==> config.mk <==
export PLATFORM = sky130hd
export DESIGN_NAME = nn_fetch_stage
export DESIGN_NICKNAME = d
export VERILOG_FILES = /design/src/rtl/nn_fetch_stage.sv
export SDC_FILE = /design/constraint.sdc
export NUM_CORES = 1
export LEC_CHECK = 0
export BUFFER_PORTS_ARGS = -buffer_cell sky130_fd_sc_hd__buf_2
export CAP_MARGIN = 10
export CORE_AREA = 4 4 126 128
export CTS_BUF_LIST = sky130_fd_sc_hd__clkbuf_8
export DETAILED_ROUTE_END_ITERATION = 8
export DIE_AREA = 0 0 130 132
export PLACE_DENSITY_LB_ADDON = 0.3
export SLEW_MARGIN = 10
export SYNTH_ARGS = -nofsm -noshare
export SYNTH_HDL_FRONTEND = slang
export SYNTH_SLANG_ARGS = --single-unit
==> constraint.sdc <==
create_clock -name CLK -period 4.2 [get_ports CLK]
set_clock_uncertainty 0.2 [all_clocks]
set_input_delay 0.42 -clock CLK [delete_from_list [all_inputs] [get_ports CLK]]
set_output_delay 0.42 -clock CLK [all_outputs]
set_load 0.05 [all_outputs]
==> src/rtl/nn_fetch_stage.sv <==
// nn_fetch_stage: instruction fetch front end.
// Issues one request per cycle to a single-cycle-latency instruction memory.
// Fetched {pc, instr} pairs are buffered in a 2-entry FIFO feeding decode.
// Redirects flush both the FIFO and any response in flight.
// halt suppresses new requests but lets in-flight work drain.
// Optional feature macro: NN_FETCH_PERF_CNT_EN adds the fetch_count port and
// counts accepted instructions.
module nn_fetch_stage #(
  parameter int unsigned                 BUS_WIDTH  = 32,
  parameter int unsigned                 ADDR_WIDTH = 32,
  parameter logic [ADDR_WIDTH-1:0]       RESET_PC   = '0
) (
  input  logic                  CLK,
  input  logic                  RST_N,
  output logic                  imem_req,
  output logic [ADDR_WIDTH-1:0] imem_addr,
  input  logic [BUS_WIDTH-1:0]  imem_rdata,
  input  logic                  redirect_valid,
  input  logic [ADDR_WIDTH-1:0] redirect_pc,
  input  logic                  halt,
  output logic                  out_valid,
  input  logic                  out_ready,
  output logic [BUS_WIDTH-1:0]  out_instr,
  output logic [ADDR_WIDTH-1:0] out_pc
`ifdef NN_FETCH_PERF_CNT_EN
  ,output logic [31:0]          fetch_count
`endif
);

  // Request stage (p0) state: next fetch address.
  logic [ADDR_WIDTH-1:0] pc;

  // Response stage (p1): a request issued last cycle whose data is on imem_rdata now.
  logic                  vld_p1;
  logic [ADDR_WIDTH-1:0] pc_p1;

  // Output buffer: 2-entry FIFO of fetched pairs.
  logic [ADDR_WIDTH-1:0] fifo_pc    [2];
  logic [BUS_WIDTH-1:0]  fifo_instr [2];
  logic                  rd_ptr;
  logic                  wr_ptr;
  logic [1:0]            occ;

  logic                  pop;
  logic                  push;
  logic [2:0]            demand;

  assign pop    = out_valid & out_ready;
  // A response arriving in the redirect cycle belongs to the old path.
  assign push   = vld_p1 & ~redirect_valid;
  // Slots already committed after this cycle's pop; a new request needs one free.
  assign demand = {1'b0, occ} + {2'b0, vld_p1} - {2'b0, pop};

  assign imem_req  = RST_N & ~halt & ~redirect_valid & (demand < 3'd2);
  assign imem_addr = pc;

  assign out_valid = (occ != 2'd0);
  assign out_instr = out_valid ? fifo_instr[rd_ptr] : '0;
  assign out_pc    = out_valid ? fifo_pc[rd_ptr]    : '0;

  // PC and in-flight flag: advance on issue, reload on redirect.
  always_ff @(posedge CLK or negedge RST_N) begin
    if (!RST_N) begin
      pc     <= RESET_PC;
      vld_p1 <= 1'b0;
    end else begin
      if (redirect_valid) begin
        pc <= redirect_pc;
      end else if (imem_req) begin
        pc <= pc + ADDR_WIDTH'(4);
      end
      vld_p1 <= imem_req;
    end
  end

  // Address of the outstanding request, paired with its data one cycle later.
  always_ff @(posedge CLK) begin
    if (imem_req) begin
      pc_p1 <= pc;
    end
  end

  // FIFO pointers and occupancy; a redirect empties the buffer.
  always_ff @(posedge CLK or negedge RST_N) begin
    if (!RST_N) begin
      rd_ptr <= 1'b0;
      wr_ptr <= 1'b0;
      occ    <= 2'd0;
    end else if (redirect_valid) begin
      rd_ptr <= 1'b0;
      wr_ptr <= 1'b0;
      occ    <= 2'd0;
    end else begin
      if (push) begin
        wr_ptr <= ~wr_ptr;
      end
      if (pop) begin
        rd_ptr <= ~rd_ptr;
      end
      occ <= occ + {1'b0, push} - {1'b0, pop};
    end
  end

  // FIFO storage written with the returning response.
  always_ff @(posedge CLK) begin
    if (push) begin
      fifo_pc[wr_ptr]    <= pc_p1;
      fifo_instr[wr_ptr] <= imem_rdata;
    end
  end

`ifdef NN_FETCH_PERF_CNT_EN
  // Accepted-instruction counter, including a pop coincident with a redirect.
  always_ff @(posedge CLK or negedge RST_N) begin
    if (!RST_N) begin
      fetch_count <= 32'd0;
    end else if (pop) begin
      fetch_count <= fetch_count + 32'd1;
    end
  end
`else
  // No performance counter in this build.
`endif

endmodule

==> results.json <==
{
  "vias": 5359,
  "grt_first_pass_wirelength_mm": 27.4,
  "nNetsFinal": 848,
  "drt-wirelength-per-cell_um": 18.2,
  "slew_headroom_pct": 23.2,
  "gp_congestion": 0.874,
  "fin_crit_ns": 3.97,
  "critPathArrivalTime_ns": 3.35,
  "tightest_slew_ns": 1.15,
  "synthesis.nets": 624,
  "drt_wl_total_mm": 17.7,
  "synth_cells": 551,
  "drtPass1Iterations": 5,
  "antenna_cells": 0,
  "max_freq_mhz": 252,
  "area_growth_pct": 26.1,
  "overflow": 0,
  "synth_seq_area_share_pct": 72.1,
  "antenna_found_initial": 0,
  "grt_pass1_vias": 5416,
  "hold_class": "input port to flip-flop",
  "cts_inserted_buffers": 17,
  "seq_power_share_pct": 45.4,
  "vias_per_cell": 5.49,
  "cts_tree": "yes",
  "rsz0062_at_grt": "no",
  "synth_warnings": 0,
  "worst-setup-path-type": "flip-flop to output port",
  "grt_start_max_net_pins": 66,
  "dpl.hpwl_mm": 11.1,
  "design_area_um2": 10000,
  "start_util_pct": 53.5,
  "yosysTopAreaCell": "edfxtp_1",
  "synth-edff-count": 160,
  "internal_power_uw": 3320,
  "clock-root-buffer": "clkbuf_8",
  "holdWs_ns": 0.0471,
  "p_clk_share_pct": 22.5,
  "drive_above_1_share_pct": 27.9,
  "comb_power_share_pct": 32.1,
  "synth.distinct_cells": 47,
  "drc_errors": 0,
  "status": "completed",
  "start_kind": "flip-flop",
  "p_switching_uw": 2120,
  "synth.top_cell.area_share_pct": 60.5,
  "fin_setup_tns_ns": 0,
  "synth_common_cells": "edfxtp_1 (160), nor2_1 (84), mux2i_1 (68)",
  "asyncSetResetFlopFracSynth_pct": 18.8,
  "ys.flop_type": "edfxtp_1",
  "cp_max_fo": 16,
  "cp-end-kind": "output port",
  "syn-cell-area_um2": 7950,
  "finalPower_uw": 5450,
  "period_share_pct": 94.5,
  "core_area_um2": 14900,
  "cap_violations": 0,
  "final-max-slew-violation-count": 0,
  "drt-initial-drc-count": 504,
  "synth-seq-cells": 197,
  "synth.avg_cell_area_um2": 14.4,
  "rows": 45,
  "yosysMostFrequentCell": "edfxtp_1",
  "cts.path.max_buffers": 2,
  "post-place-cells": 884,
  "critPathRequiredTime_ns": 3.58,
  "cts.clk_slew.worst_paths_ns": 0.09,
  "clock_latency_ns": 0.45,
  "synthTopCellsByArea": "edfxtp_1 (60%), dfrtp_1 (12%), mux2i_1 (8.6%)",
  "p_sw_share_pct": 39.0,
  "n_fill_cell": 1090,
  "grt_usage_pct": 20.5,
  "portBuffers": 166,
  "fp.dieH_um": 132,
  "peakVddDrop_mv": 0.289,
  "placed_area_um2": 9000,
  "die_area_um2": 17200,
  "finalHoldViolCount": 0,
  "die_x_um": 130,
  "finalSetupViolations": 0,
  "h-tree-depth": 4,
  "pin_count": 167,
  "cts.sinks": 197,
  "ant_nets": 0,
  "p_leak_uw": 0.00386,
  "power.density_nw_per_um2": 544,
  "final_cells": 976
}
-- timing repair --
| item | CTS | global route |
|---|---|---|
| resized for setup | 0 | 5 |
| endpoints found under the hold margin | 127 | 0 |
| endpoints found under the setup margin | 0 | 15 |
| hold buffers | 59 | 0 |
| setup buffers | 0 | 0 |
-- power by group through the flow --
stage | clock, uW | combinational [uW] | sequential [uW]
after CTS | 1260 | 1740 | 2470
after global routing | 1330 | 1850 | 2490
after floorplan | 0 | 1190 | 2550
final | 1230 | 1750 | 2470
after detailed placement | 0 | 1700 | 2510
after global placement | 0 | 1670 | 2500
-- per-layer routing --
layer  wire (um)  global-route usage [%]  up-vias
met5           0                       0        -
met4         296                    6.81        0
met3        1380                    4.09       23
met2        8600                    33.1      245
met1        7480                    28.1     2579
li1            -                       -     2512
-- flip-flops by register name, indices dropped and copies added, names as in the netlist --
| name | cells |
|---|---|
| pc_p1 | 32 |
| occ | 2 |
| fifo_pc | 64 |
| vld_p1 | 1 |
| fifo_instr | 64 |
| wr_ptr | 1 |
| rd_ptr | 1 |
| imem_addr | 32 |
-- final timing paths --
kind,startpoint,to,slack [ns],depth (start not counted)
max,occ[0],imem_req,0.23,10
min,redirect_pc[8],imem_addr[8],0.05,3
max reg2reg,occ[0],imem_addr[22],0.43,11
min reg2reg,pc_p1[30],fifo_pc[1][30],0.25,0
max in group asynchronous,RST_N,rd_ptr,2.97,3
min in group asynchronous,RST_N,imem_addr[11],0.44,3
-- placed cells by master (no fill, tap or decap), types with 5 or more instances in the layout --
cell type      instances
edfxtp_1             160
xnor2_1                5
o211ai_1               8
o21ai_0               16
nand2_1               36
nand3_1               15
nor2_1                81
clkbuf_8              18
mux2i_1               68
buf_2                165
a21oi_1                8
dfrtp_1               35
nor3_1                 6
nand4_1                9
and3_1                 6
inv_1                  9
clkinvlp_4             5
dlygate4sd3_1         59
-- critical path, cell delays in order, from the launching register on --
cell      delay (ns)
dfrtp_1         0.46
nor2_4          0.06
inv_1           0.06
and2_1          0.18
nor2b_2         0.22
o21ai_0         0.15
fa_1            0.53
nand2_1         0.12
or4_4           0.70
inv_4           0.17
clkbuf_4        0.25
-- cell type report --
class                      count  area [um^2]  area share [%]
sequential                   197         5740            57.3
multi-input combinational    321         2120            21.1
timing repair buffer         230         1490            14.8
clock buffer                  18          248            2.47
tap                          188          235            2.35
clock inverter                14          161            1.61
inverter                       8         32.5           0.325
-- kinds of logic after synthesis --
logic type	Yosys count	share of synthesized area, %
compound gates	56	4.83
xor+xnor	8	0.882
fa+ha+maj	4	0.724
buf+inv	34	1.64
flops	197	72.1
mux	70	8.85
simple gates	182	10.9
-- metrics by stage --
step	worst slack (ns)	util (%)
floorplan	0.108	-
global placement	0.556	60.5
detailed placement	0.228	60.5
CTS	0.0317	67.3
global route	0.0365	67.4
finish	0.231	67.4
Note: power is estimated with default switching activity, not from simulation.
